<file path="config.mk">
export PLATFORM = sky130hd
export DESIGN_NAME = key_load_ctrl_flat
export DESIGN_NICKNAME = d
export VERILOG_FILES = /design/src/rtl/key_load_ctrl_if.sv /design/src/rtl/key_load_ctrl.sv /design/src/flat_wrapper.sv
export SDC_FILE = /design/constraint.sdc
export NUM_CORES = 1
export LEC_CHECK = 0
export ABC_AREA = 0
export CAP_MARGIN = 15
export CORE_MARGIN = 2
export CORE_UTILIZATION = 40
export DETAILED_ROUTE_END_ITERATION = 12
export GPL_ROUTABILITY_DRIVEN = 0
export PLACE_DENSITY_LB_ADDON = 0.25
export SLEW_MARGIN = 20
export SYNTH_ARGS = -nofsm -noshare
export SYNTH_HDL_FRONTEND = slang
export SYNTH_SLANG_ARGS = --single-unit
export TNS_END_PERCENT = 1
</file>
<file path="constraint.sdc">
create_clock -name clk_i -period 11.5 [get_ports clk_i]
set_input_delay 2.3 -clock clk_i [delete_from_list [all_inputs] [get_ports clk_i]]
set_output_delay 2.3 -clock clk_i [all_outputs]
set_load 0.01 [all_outputs]
</file>
<file path="src/rtl/key_load_ctrl_if.sv">
// rtl/key_load_ctrl_if.sv - key-load handshake and committed key bus bundle
interface key_load_ctrl_if #(
  parameter int KEY_W = 64
);
  logic             start;
  logic             clear;
  logic             key_bit_in;
  logic             key_bit_valid;
  logic             key_bit_ready;
  logic [KEY_W-1:0] key_out;
  logic             key_valid;
  logic             busy;
  logic             error;

  modport master (
    output start, clear, key_bit_in, key_bit_valid,
    input  key_bit_ready, key_out, key_valid, busy, error
  );

  modport slave (
    input  start, clear, key_bit_in, key_bit_valid,
    output key_bit_ready, key_out, key_valid, busy, error
  );
endinterface

</file>
<file path="src/rtl/key_load_ctrl.sv">
// rtl/key_load_ctrl.sv - serial key loader with shadow register and single-cycle commit
// Optional even-parity trailer bit enabled by KEY_PARITY_CHECK_EN.
module key_load_ctrl #(
  parameter int KEY_W = 64
) (
  input logic            clk_i,
  input logic            rst_i,
  key_load_ctrl_if.slave kl_io
);
  localparam int              CNT_W    = $clog2(KEY_W);
  localparam logic [CNT_W-1:0] LAST_BIT = CNT_W'(KEY_W - 1);

`ifdef KEY_PARITY_CHECK_EN
  typedef enum logic [1:0] {S_IDLE = 2'd0, S_LOAD = 2'd1, S_PAR = 2'd2, S_CHECK = 2'd3} state_e;
`else
  typedef enum logic [1:0] {S_IDLE = 2'd0, S_LOAD = 2'd1, S_CHECK = 2'd3} state_e;
`endif

  state_e           state_q, state_d;
  logic [CNT_W-1:0] cnt_q, cnt_d;
  logic [KEY_W-1:0] shadow_q, shadow_d;
  logic [KEY_W-1:0] key_out_q, key_out_d;
  logic             key_valid_q, key_valid_d;
  logic             bit_ready;
  logic             bit_acc;
`ifdef KEY_PARITY_CHECK_EN
  logic             parity_q, parity_d;
  logic             error_q, error_d;
`endif

  // Ready is a pure state decode so no input reaches an output combinationally.
`ifdef KEY_PARITY_CHECK_EN
  assign bit_ready = (state_q == S_LOAD) || (state_q == S_PAR);
`else
  assign bit_ready = (state_q == S_LOAD);
`endif
  assign bit_acc = bit_ready && kl_io.key_bit_valid;

  always_ff @(posedge clk_i or posedge rst_i) begin
    if (rst_i) begin
      state_q     <= S_IDLE;
      cnt_q       <= '0;
      shadow_q    <= '0;
      key_out_q   <= '0;
      key_valid_q <= 1'b0;
`ifdef KEY_PARITY_CHECK_EN
      parity_q    <= 1'b0;
      error_q     <= 1'b0;
`endif
    end else begin
      state_q     <= state_d;
      cnt_q       <= cnt_d;
      shadow_q    <= shadow_d;
      key_out_q   <= key_out_d;
      key_valid_q <= key_valid_d;
`ifdef KEY_PARITY_CHECK_EN
      parity_q    <= parity_d;
      error_q     <= error_d;
`endif
    end
  end

  always_comb begin
    state_d     = state_q;
    cnt_d       = cnt_q;
    shadow_d    = shadow_q;
    key_out_d   = key_out_q;
    key_valid_d = key_valid_q;
`ifdef KEY_PARITY_CHECK_EN
    parity_d    = parity_q;
    error_d     = error_q;
`endif

    if (kl_io.clear) begin
      state_d     = S_IDLE;
      cnt_d       = '0;
      shadow_d    = '0;
      key_out_d   = '0;
      key_valid_d = 1'b0;
`ifdef KEY_PARITY_CHECK_EN
      parity_d    = 1'b0;
      error_d     = 1'b0;
`endif
    end else begin
      case (state_q)
        S_IDLE: begin
          // Starting a load revokes the old key immediately.
          if (kl_io.start) begin
            state_d     = S_LOAD;
            cnt_d       = '0;
            shadow_d    = '0;
            key_out_d   = '0;
            key_valid_d = 1'b0;
`ifdef KEY_PARITY_CHECK_EN
            error_d     = 1'b0;
`endif
          end
        end
        S_LOAD: begin
          if (bit_acc) begin
            shadow_d = {shadow_q[KEY_W-2:0], kl_io.key_bit_in};
            if (cnt_q == LAST_BIT) begin
              cnt_d = '0;
`ifdef KEY_PARITY_CHECK_EN
              state_d = S_PAR;
`else
              state_d = S_CHECK;
`endif
            end else begin
              cnt_d = cnt_q + CNT_W'(1);
            end
          end
        end
`ifdef KEY_PARITY_CHECK_EN
        S_PAR: begin
          if (bit_acc) begin
            parity_d = kl_io.key_bit_in;
            state_d  = S_CHECK;
          end
        end
`endif
        S_CHECK: begin
          state_d = S_IDLE;
`ifdef KEY_PARITY_CHECK_EN
          if (((^shadow_q) ^ parity_q) == 1'b0) begin
            key_out_d   = shadow_q;
            key_valid_d = 1'b1;
          end else begin
            error_d = 1'b1;
          end
`else
          key_out_d   = shadow_q;
          key_valid_d = 1'b1;
`endif
        end
        default: state_d = S_IDLE;
      endcase
    end
  end

  assign kl_io.key_bit_ready = bit_ready;
  assign kl_io.busy          = (state_q != S_IDLE);
  assign kl_io.key_out       = key_out_q;
  assign kl_io.key_valid     = key_valid_q;
`ifdef KEY_PARITY_CHECK_EN
  assign kl_io.error         = error_q;
`else
  assign kl_io.error         = 1'b0;
`endif
endmodule

</file>
<file path="src/flat_wrapper.sv">
// flat-port wrapper written by rule: the top's interface ports become plain ports
module key_load_ctrl_flat 
#(
  parameter int KEY_W = 64
)
  (clk_i, rst_i, kl_io_start, kl_io_clear, kl_io_key_bit_in, kl_io_key_bit_valid, kl_io_key_bit_ready, kl_io_key_out, kl_io_key_valid, kl_io_busy, kl_io_error);
  key_load_ctrl_if #(.KEY_W(KEY_W)) kl_io_i ();
  input logic clk_i;
  input logic rst_i;
  input wire logic [$bits(kl_io_i.start)-1:0] kl_io_start;
  input wire logic [$bits(kl_io_i.clear)-1:0] kl_io_clear;
  input wire logic [$bits(kl_io_i.key_bit_in)-1:0] kl_io_key_bit_in;
  input wire logic [$bits(kl_io_i.key_bit_valid)-1:0] kl_io_key_bit_valid;
  output wire logic [$bits(kl_io_i.key_bit_ready)-1:0] kl_io_key_bit_ready;
  output wire logic [$bits(kl_io_i.key_out)-1:0] kl_io_key_out;
  output wire logic [$bits(kl_io_i.key_valid)-1:0] kl_io_key_valid;
  output wire logic [$bits(kl_io_i.busy)-1:0] kl_io_busy;
  output wire logic [$bits(kl_io_i.error)-1:0] kl_io_error;
  assign kl_io_i.start = kl_io_start;
  assign kl_io_i.clear = kl_io_clear;
  assign kl_io_i.key_bit_in = kl_io_key_bit_in;
  assign kl_io_i.key_bit_valid = kl_io_key_bit_valid;
  assign kl_io_key_bit_ready = kl_io_i.key_bit_ready;
  assign kl_io_key_out = kl_io_i.key_out;
  assign kl_io_key_valid = kl_io_i.key_valid;
  assign kl_io_busy = kl_io_i.busy;
  assign kl_io_error = kl_io_i.error;
  key_load_ctrl #(.KEY_W(KEY_W)) u_core (.clk_i(clk_i), .rst_i(rst_i), .kl_io(kl_io_i));
endmodule
</file>
# ---- After elaboration in Yosys (flattened, before gate mapping)
# Cells that the tools add are included.
dict set report totals {
  mem_bits_rw 0
  register_bits 137
  latch_bits 0
  output_inout_bits 68
  word_cells 39
  inputBits 6
  memories 0
  mem_bits_ro 0
}
dict set report op_classes {
  n_reduce_logical 8
  multipliers 0
  mux 19
  bitwise 0
  eq_ne 6
  order_cmp 0
  add_sub_neg 1
  div_mod_pow 0
  n_shift 0
}
# cell n
set ops {}
lappend ops {{2-to-1 mux 64 bit} 4}
lappend ops {{one-hot mux 64 bit (2 select lines)} 2}
lappend ops {{2-to-1 mux 6 bit} 4}
lappend ops {{one-hot mux 6 bit (2 select lines)} 1}
lappend ops {{inequality test 3 bit, second input constant} 3}
lappend ops {{2-to-1 mux 2 bit} 4}
lappend ops {{adder 6 x 1 -> 6 bit, second input constant} 1}
lappend ops {{== test 6 bit, second input constant} 1}
lappend ops {{AND reduction 3 bit} 2}
lappend ops {{nonzero test 3 bit} 2}
lappend ops {{one-hot mux 2 bit (2 select lines)} 1}
lappend ops {{== test 2 x 1 -> 1 bit, second input constant} 1}
lappend ops {{== test 2 bit, second input constant} 1}
lappend ops {{zero test 2 bit} 1}
lappend ops {{2-to-1 mux 1 bit} 2}
lappend ops {{one-hot mux 1 bit (2 select lines)} 1}
lappend ops {{AND reduction 2 bit} 1}
lappend ops {{nonzero test 2 bit} 1}
lappend ops {{logical AND 1 bit} 1}

# ---- Longest topological paths before layout
# Gate-level depths: netlist (run 1).
dict set report depth {
  word_depth 5
  ltp_mapped 6
  depth_no_buf 4
}

# ---- Least setup slack after synthesis (run 1)
# No wires, ideal clock.
dict set report synth_timing {
  path_type {input-to-reg}
  start {input kl_io_clear}
  end {register u_core.shadow_q[23]}
  arrival_ns 3.230
  setup_slack_ns 8.191
  path_stages 6
  setup_ns 0.079
  path_cell_list {buf_2 -> o21bai_1 -> buf_2 -> buf_6 -> buf_6 -> mux2i_1}
}
dict set report synth_between {
  elab_chain_cells 2
}
# element line_no
set synth_lines {}
lappend synth_lines {{start, declared} flat_wrapper.sv:11} ;# input wire logic [$bits(kl_io_i.clear)-1:0] kl_io_clear;
lappend synth_lines {{inequality test 3 bit (no source line) / nonzero test 3 bit (equally long branches)} --}
lappend synth_lines {{AND reduction 3 bit (no source line)} --}
lappend synth_lines {{end signal, assigned} key_load_ctrl.sv:53} ;# shadow_q <= shadow_d;
lappend synth_lines {{end, declared} key_load_ctrl.sv:21} ;# logic [KEY_W-1:0] shadow_q, shadow_d;
# Several ways; a longest one is shown, not always the timed one.
# A chain may end at the register's enable or synchronous reset.

# ---- Final worst setup path (run 1)
dict set report layout_timing {
  start {input kl_io_clear}
  end {register u_core.key_out_q[24], in the netlist u_core.kl_io.key_out[24]}
}
dict set report layout_between {
  elab_chain_cells 2
}
# element line_no
set layout_lines {}
lappend layout_lines {{inequality test 3 bit (no source line) / nonzero test 3 bit (equally long branches)} --}
lappend layout_lines {{AND reduction 2 bit (no source line)} --}
lappend layout_lines {{end signal, assigned} key_load_ctrl.sv:54} ;# key_out_q <= key_out_d;
lappend layout_lines {{end, declared} key_load_ctrl.sv:22} ;# logic [KEY_W-1:0] key_out_q, key_out_d;
# Several ways; a longest one is shown, not always the timed one.

==> reports/metrics.yaml, run 1 <==
setup_viol: 0
portBuffers: 72
cts.repair.resized: 0
cts_tree: "done"
overflow: 0
worstRegToRegCells: 4
synth_edf_count: 0
chipWidth_um: 123
ys.flop_type: "dfrtp_1"
maxCapViolCount: 0
wl_per_cell_um: 14.7
fmax_mhz: 242
num_rows: 43
core-area_um2: 13900
cts_inserted_buffers: 17
post_cts_buffers: 0
vias: 3597
finClkSkew_ns: 0.00810
dp_hpwl_um: 6870
final_layout_size_suffix_gt1_frac: 0.0776
ant_nets: 0
vias_per_cell: 4.90
numClockSinks: 137
ys_seq_area_frac: 0.601
drt-total-wl_um: 10800
syn-cell-area_um2: 5710
die-height_um: 123
r2r-start: "u_core.state_q[1]"
hold_buffers: 0
p_int_w: 0.000864
track_usage: 0.157
place_area_um2: 6460
worstPathMaxFanout: 47
timing.final.max_slew_violations: 0
p_comb_frac: 0.039
worst_ep_arrival_time_ns: 4.48
clockBufferDepth: 2
finalNetCount: 548
worstSetupPathType: "primary input to flop"
clk_latency_ns: 0.41
final_hold_viol_count: 0
end_kind: "flop"
hold_depth: 1
required_ns: 11.85
rsz0062_at_grt: "false"
synth_top_cell_area_share: 0.601
p_sw_frac: 0.203
seq_power_share: 0.448
whs_ns: 0.498
synth_nets: 482
drcViolationCount: 0
relSlewSlack: 0.500
fin_area_um2: 7090
p_leak_nw: 3.35
cts.clk_slew.worst_paths_ns: 0.05
start_util: 0.411
postSynthCellCount: 475
r2r_slack_ns: 9.19
ys_top_cells_by_area: "dfrtp_1, mux2i_1, a22o_1, inv_1, nand2_1"
n_antenna_cell: 0
htreeDepth: 4
num_io_pins: 74
p_per_area_nw_per_um2: 153
synth_seq_cells: 137
grt_max_degree: 88
synth_top_area_cell: "dfrtp_1"
grt_pass1_vias: 3616
min_period_ns: 4.14
syn_to_final_growth_pct: 24.2
root_buffer: "clkbuf_16"
avgSynthCellArea_um2: 12.0
synth_cell_types: 32
regToRegEndpoint: "u_core.kl_io.key_out[24]"
antenna_found_initial: 0
async_reset_ff_frac: 1.00
hold_path.class: "flop to flop"
hold_path_startpoint: "u_core.shadow_q[63]"
first_pass_iters: 4
critPathLaunchType: "primary input"
setup_tns_ns: 0
finalCritPeriodShare: 0.360
total_power_w: 0.00108
yosys_warnings: 0
peakVddDrop_v: 0.0000961
design.die.area_um2: 15200
status: "finished, final reports clean"
tightest_slew_ns: 0.750
drt_iter0_drc: 242
p_switching_w: 0.000220
hold_end: "u_core.kl_io.key_out[63]"
clkPwrFrac: 0.514
nFillCells: 1216
grt_first_pass_wirelength_um: 18100
## critical path, stage by stage
cell and delay (ns):
clkdlybuf4s50_1 0.63, nor3b_4 0.71, buf_4 0.58, a22o_1 0.24
## state kept, by name, summed over array words and instances, names as in the netlist
signal	count
u_core.kl_io.key_out	64
u_core.shadow_q	64
u_core.cnt_q	6
u_core.kl_io.key_valid	1
u_core.state_q	2
## cells in the mapped netlist (2+ instances only)
cell and n:
nor3b_1 2, or4_1 2, buf_2 8, nand2_1 68, nand3_1 4, nor3_1 3
nor2_1 2, nand2b_1 2, nor2b_1 2, buf_4 6, clkbuf_1 2, dfrtp_1 137
mux2i_1 68, a22o_1 64, buf_6 16, o211ai_1 3, inv_1 70, a21oi_1 2
## placed cells by master (no fill, tap or decap), types with 3 or more instances in the layout
| master | count |
|---|---|
| nor3_1 | 3 |
| nand2_1 | 68 |
| inv_1 | 69 |
| clkinv_2 | 5 |
| o211ai_1 | 3 |
| mux2i_1 | 68 |
| clkbuf_8 | 5 |
| a22o_1 | 64 |
| buf_4 | 6 |
| dfrtp_1 | 137 |
| clkbuf_16 | 17 |
| bufinv_16 | 3 |
| clkdlybuf4s50_1 | 72 |
| nand3_1 | 4 |
## stage by stage
step,setup slack [ns],cells,utilization
after floorplan,5.53,475,-
after global placement,6.65,701,0.465
after detailed placement,6.62,702,0.466
after CTS,7.07,734,0.510
after global routing,7.24,734,0.511
final,7.36,734,0.511
## worst max-delay path by stage
stage / startpoint / to / slack (ns)
after floorplan: rst_i / u_core.cnt_q[0] / 5.53
after CTS: kl_io_clear / u_core.kl_io.key_out[24] / 7.07
after detailed placement: kl_io_clear / u_core.kl_io.key_out[27] / 6.62
final: kl_io_clear / u_core.kl_io.key_out[24] / 7.36
after global routing: kl_io_clear / u_core.kl_io.key_out[42] / 7.24
after global placement: kl_io_clear / u_core.shadow_q[28] / 6.65
## final cells by class
type / instances / area [µm²] / area share
tap: 180 / 225 / 0.0318
clock inverter: 8 / 115 / 0.0162
sequential: 137 / 3430 / 0.484
timing repair buffer: 79 / 781 / 0.110
clock buffer: 24 / 502 / 0.0708
inverter: 70 / 268 / 0.0378
multi-input combinational: 236 / 1770 / 0.250
## cells by family (layout without fill, tap and decap cells)
logic type               Yosys count  count (layout)  synth area share
multiplexers                      68              68             0.119
adder cells (fa/ha/maj)            1               1           0.00219
buffers and inverters            102             181            0.0939
AND/OR/NAND/NOR                   91              91            0.0717
AO/OA/AOI/OAI                     75              75             0.111
flip-flops                       137             137             0.601
other                              1               1          0.000657
## routing by layer
layer / vias to the layer above / share of wire / GRT usage
li1: 1724 / - / -
met4: 0 / 0.015 / 0.0703
met2: 66 / 0.46 / 0.234
met3: 12 / 0.044 / 0.0526
met5: - / 0 / 0
met1: 1795 / 0.48 / 0.210
## power groups by stage
stage	Clock, W	Combinational (W)	Sequential (W)
finish	0.000556	0.0000421	0.000485
global route	0.000597	0.0000471	0.000485
CTS	0.000571	0.0000434	0.000485
detailed placement	0	0.0000434	0.000493
global placement	0	0.0000422	0.000493
floorplan	0	0.0000385	0.000493
(Power assumes the default switching activity.)
==> inputs of run 2 (changes only) <==
- clock period: 11.5 -> 3.5 ns (I/O delays scaled with it)
==> run 2 against run 1 <==
  * Routed wire length increased by 1.9%
  * Non-clock buffer count unchanged
  * First-iteration DRC count is 3.7% higher
  * Critical path depth is 1 higher
  * Sequential cell count did not move
  * Sequential power increased to 3.3 times the previous value
  * Utilization grew 0.16 points
  * Hold slack got worse by 0.0059 ns
  * Final area increased by 0.32%
  * Total power rose to 3.3 times the previous value
  * Global-route usage up 0.065 points
  * Largest power group unchanged
  * Register-to-register slack got worse by 7.9 ns
==> reports/metrics.yaml, run 2 (same netlist as run 1, synthesis figures left out) <==
setup_viol: 0  # unchanged
met3_usage: 0.0498  # -0.00277
first_pass_iters: 4  # unchanged
hold_path.class: "flop to flop"
rsz0062_at_grt: "false"
required_ns: 3.83  # -8.02 ns
n_antenna_cell: 0  # unchanged
start_util: 0.411  # unchanged
cp-endpoint: "u_core.shadow_q[32]"
track_usage: 0.158  # +0.000647
peakVddDrop_v: 0.000268  # +180%
final_layout_size_suffix_gt1_frac: 0.0778  # +0.000140
finalNetCount: 548  # unchanged
ant_nets: 0  # unchanged
root_buffer: "clkbuf_16"
drcViolationCount: 0  # unchanged
numClockSinks: 137  # unchanged
place_area_um2: 6510  # +0.64%
status: "finished, final reports clean"
critPathLaunchType: "primary input"
final_hold_viol_count: 0  # unchanged
seq_power_share: 0.448  # about the same
wl_per_cell_um: 15.0  # +2.0%
vias_per_cell: 4.86  # -0.78%
p_per_area_nw_per_um2: 500  # +230%
finClkSkew_ns: 0.00514  # -0.00296 ns
regToRegEndpoint: "u_core.shadow_q[32]"
mostFrequentLayoutCells: "dfrtp_1, clkdlybuf4s50_1, inv_1"
htreeDepth: 4  # unchanged
clk_latency_ns: 0.41  # about the same
worstSetupPathType: "primary input to flop"
relSlewSlack: 0.351  # -0.149
design.die.area_um2: 15200  # unchanged
num_rows: 43  # unchanged
p_switching_w: 0.000738  # +240%
cts_tree: "done"
clkPwrFrac: 0.512  # -0.002
post_cts_buffers: 0  # unchanged
final_util: 0.512  # +0.00162
drt-total-wl_um: 11000  # +1.9%
r2r-start: "u_core.state_q[0]"
grt_use_met2: 0.243  # +0.00927
grt_pass1_vias: 3678  # +1.7%
p_comb_frac: 0.040  # about the same
startpoint: "kl_io_start"
clockBufferDepth: 2  # unchanged
die-height_um: 123  # unchanged
gr-usage-met1: 0.207  # -0.00260
cts_inserted_buffers: 17  # unchanged
fmax_mhz: 398
p_leak_nw: 3.36  # +0.16%
antenna_found_initial: 0  # unchanged
hold_buffers: 0  # unchanged
p_sw_frac: 0.208  # +0.00492
tightest_slew_ns: 0.971  # +0.221 ns
fin_area_um2: 7110  # +0.32%
overflow: 0  # unchanged
r2r_slack_ns: 1.30  # -7.89 ns
portBuffers: 72  # unchanged
worst_ep_arrival_time_ns: 2.84  # -1.64 ns
drt_iter0_drc: 251  # +3.7%
layout_commonest_cell: "dfrtp_1"
chipWidth_um: 123  # unchanged
cts.repair.resized: 0  # unchanged
min_period_ns: 2.52
total_power_w: 0.00356  # +230%
timing.final.max_slew_violations: 0  # unchanged
worstRegToRegCells: 4  # unchanged
vias: 3564  # -0.92%
grt.busiest_layer: "met2"
syn_to_final_growth_pct: 24.6
end_kind: "flop"
dp_hpwl_um: 6470  # -5.8%
grt_max_degree: 138  # +57%
setup_tns_ns: 0  # unchanged
cts.clk_slew.worst_paths_ns: 0.05  # about the same
p_int_w: 0.00282  # +230%
grt_first_pass_wirelength_um: 18300  # +1.3%
core-area_um2: 13900  # unchanged
maxCapViolCount: 0  # unchanged
nFillCells: 1194  # -1.8%
worstPathMaxFanout: 25  # -47%
finalCritPeriodShare: 0.719
num_io_pins: 74  # unchanged
run 2: worst min path at each step:
stage,endpoint,cells after the start,from,slack [ns]
after CTS,u_core.kl_io.key_out[63],1,u_core.shadow_q[63],0.49
final,u_core.kl_io.key_out[63],1,u_core.shadow_q[63],0.49
after floorplan,u_core.kl_io.key_out[63],1,u_core.shadow_q[63],0.47
after detailed placement,u_core.kl_io.key_out[63],1,u_core.shadow_q[63],0.48
after global routing,u_core.kl_io.key_out[63],1,u_core.shadow_q[63],0.51
after global placement,u_core.kl_io.key_out[63],1,u_core.shadow_q[63],0.48
run 2: metrics by stage:
stage / hold slack, ns / instances / setup WS [ns]
2_1_floorplan: 0.466 / 475 / 1.09
3_3_place_gp: 0.481 / 702 / 0.675
3_5_place_dp: 0.480 / 702 / 0.550
4_1_cts: 0.491 / 733 / 0.947
5_1_grt: 0.510 / 733 / 0.866
6_report: 0.492 / 733 / 0.984
run 2: critical path, cell delays in order:
cell	delay, ns
clkdlybuf4s50_1	0.61
mux2i_1	0.20
o21bai_4	0.79
buf_12	0.29
mux2i_1	0.23
run 2: power groups by stage:
| stage | clock (W) | combinational (W) | sequential, W |
|---|---|---|---|
| after floorplan | 0 | 0.000127 | 0.00162 |
| after global placement | 0 | 0.000145 | 0.00162 |
| after detailed placement | 0 | 0.000148 | 0.00162 |
| after CTS | 0.00186 | 0.000148 | 0.00159 |
| after global routing | 0.00193 | 0.000160 | 0.00159 |
| final | 0.00182 | 0.000143 | 0.00159 |
run 2: layer usage:
layer | wire length (µm) | share of wire
met3 | 430 | 0.039
met1 | 5240 | 0.48
met5 | 0 | 0
met4 | 159 | 0.014
met2 | 5160 | 0.47
run 2: cell type report:
type | instances | area (µm²) | share of cell area
multi-input combinational | 236 | 1760 | 0.248
clock buffer | 22 | 484 | 0.0681
sequential | 137 | 3430 | 0.482
inverter | 70 | 267 | 0.0375
timing repair buffer | 79 | 823 | 0.116
tap | 180 | 225 | 0.0317
clock inverter | 9 | 120 | 0.0169
==> inputs of run 3 (changes only) <==
- clock period: 3.5 -> 2.1 ns (I/O delays scaled with it)
==> run 3 against run 2 <==
  * First-iteration DRC count shrank 33%
  * Critical path type is now flop to output pin
  * Hold slack lost 0.0094 ns
  * Final cell count grew 1.9%
  * Final area grew 1.6%
==> reports/metrics.yaml, run 3 (same netlist as run 1, synthesis figures left out) <==
status: "finished, final reports clean"
layout_commonest_cell: "dfrtp_1"
tightest_slew_ns: 0.562  # -0.408 ns
die-height_um: 123  # unchanged
seq_power_share: 0.464  # +0.016
place_inst: 712  # +1.4%
p_comb_frac: 0.047  # +0.007
p_per_area_nw_per_um2: 791  # +58%
nFillCells: 1221  # +2.3%
setup_viol: 0  # unchanged
worstSetupPathType: "flop to output pin"
p_int_w: 0.00449  # +59%
p_sw_frac: 0.214  # +0.00672
fmax_mhz: 497
htreeDepth: 4  # unchanged
clk_latency_ns: 0.41  # about the same
timing.final.max_slew_violations: 0  # unchanged
maxCapViolCount: 0  # unchanged
final_layout_size_suffix_gt1_frac: 0.0988  # +0.0210
clkPwrFrac: 0.489  # -0.023
final_hold_viol_count: 0  # unchanged
total_power_w: 0.00572  # +61%
overflow: 0  # unchanged
wl_per_cell_um: 14.6  # -2.5%
num_rows: 43  # unchanged
cts_tree: "done"
finalNetCount: 562  # +2.6%
start_util: 0.411  # unchanged
rsz0062_at_grt: "false"
worstPathMaxFanout: 8  # -68%
finalCritPeriodShare: 0.959
cts_inserted_buffers: 17  # unchanged
p_leak_nw: 3.40  # +1.2%
design.die.area_um2: 15200  # unchanged
mostFrequentLayoutCells: "dfrtp_1, clkdlybuf4s50_1, inv_1"
drt_iter0_drc: 169  # -33%
startpoint: "u_core.state_q[1]"
relSlewSlack: 0.623  # +0.272
drcViolationCount: 0  # unchanged
end_kind: "output pin"
vias_per_cell: 4.91  # +1.0%
cts.clk_slew.worst_paths_ns: 0.06  # about the same
worst_ep_arrival_time_ns: 1.59  # -1.25 ns
root_buffer: "clkbuf_16"
clockBufferDepth: 2  # unchanged
p_switching_w: 0.00122  # +66%
min_period_ns: 2.01
drt-total-wl_um: 10900  # -0.67%
r2r-start: "u_core.state_q[1]"
dp_hpwl_um: 7130  # +10%
ant_nets: 0  # unchanged
critPathLaunchType: "flop"
finClkSkew_ns: 0.00628  # +0.00114 ns
numClockSinks: 137  # unchanged
grt_pass1_vias: 3711  # +0.90%
peakVddDrop_v: 0.000423  # +58%
fin_ws_ns: 0.0869  # -0.898 ns
whs_ns: 0.482  # -0.00944 ns
portBuffers: 72  # unchanged
chipWidth_um: 123  # unchanged
core-area_um2: 13900  # unchanged
hold_path.class: "primary input to async pin"
required_ns: 1.68  # -2.15 ns
first_pass_iters: 4  # unchanged
place_ws_ns: 0.0470  # -0.503 ns
syn_to_final_growth_pct: 26.6
track_usage: 0.159  # +0.00124
n_antenna_cell: 0  # unchanged
final_util: 0.520  # +0.00820
num_io_pins: 74  # unchanged
vias: 3669  # +2.9%
grt_first_pass_wirelength_um: 18600  # +1.7%
fin_cells: 747  # +1.9%
antenna_found_initial: 0  # unchanged
grt_max_degree: 70  # -49%
[run 3: metal layers]
layer  part of all wire  global-route usage  vias to the layer above
met1               0.48               0.211                     1835
met2               0.46               0.241                       64
met4              0.015              0.0611                        0
met5                  0                   0                        -
li1                   -                   -                     1758
met3              0.043              0.0549                       12
[run 3: worst paths after layout]
check / slack [ns] / end / depth (start not counted)
max: 0.09 / kl_io_key_bit_ready / 2
min: 0.48 / u_core.kl_io.key_out[56] / 3
min in group clk_i: 0.50 / u_core.kl_io.key_out[49] / 1
min reg2reg: 0.50 / u_core.kl_io.key_out[49] / 1
max in group asynchronous: 1.28 / u_core.state_q[0] / 3
max reg2reg: 0.36 / u_core.kl_io.key_out[5] / 5
[run 3: final cells by class]
cell class,count,area (µm²),share of cell area
Multi-Input combinational cell,236,1760,0.244
Tap cell,180,225,0.0312
Inverter,70,267,0.0369
Timing Repair Buffer,93,978,0.135
Clock buffer,25,495,0.0686
Sequential cell,137,3430,0.475
Clock inverter,6,65.1,0.00901
[run 3: power groups by stage]
stage	Sequential, W	Clock (W)	Combinational, W
floorplan	0.00270	0	0.000211
finish	0.00265	0.00279	0.000270
global placement	0.00270	0	0.000267
global route	0.00265	0.00298	0.000300
detailed placement	0.00270	0	0.000273
CTS	0.00265	0.00286	0.000274
[run 3: worst max-delay path: stages (launching register included)]
cell             delay (ns)
dfrtp_2                0.47
nor2b_1                0.16
clkdlybuf4s50_1        0.55
[run 3: repair_timing]
| action | 4_1_cts | 5_1_grt |
|---|---|---|
| gates resized for setup | 2 | 0 |
| gates cloned | 0 | 0 |
| hold buffers | 0 | 0 |
| setup endpoints to repair | 2 | 2 |
| setup buffers | 0 | 4 |
[run 3: metrics by stage]
stage          setup TNS [ns]  area [µm²]
6_report                    0        7220
3_5_place_dp                0        6630
4_1_cts                     0        7190
2_1_floorplan           -3.72        5710
5_1_grt                     0        7220
3_3_place_gp                0        6630
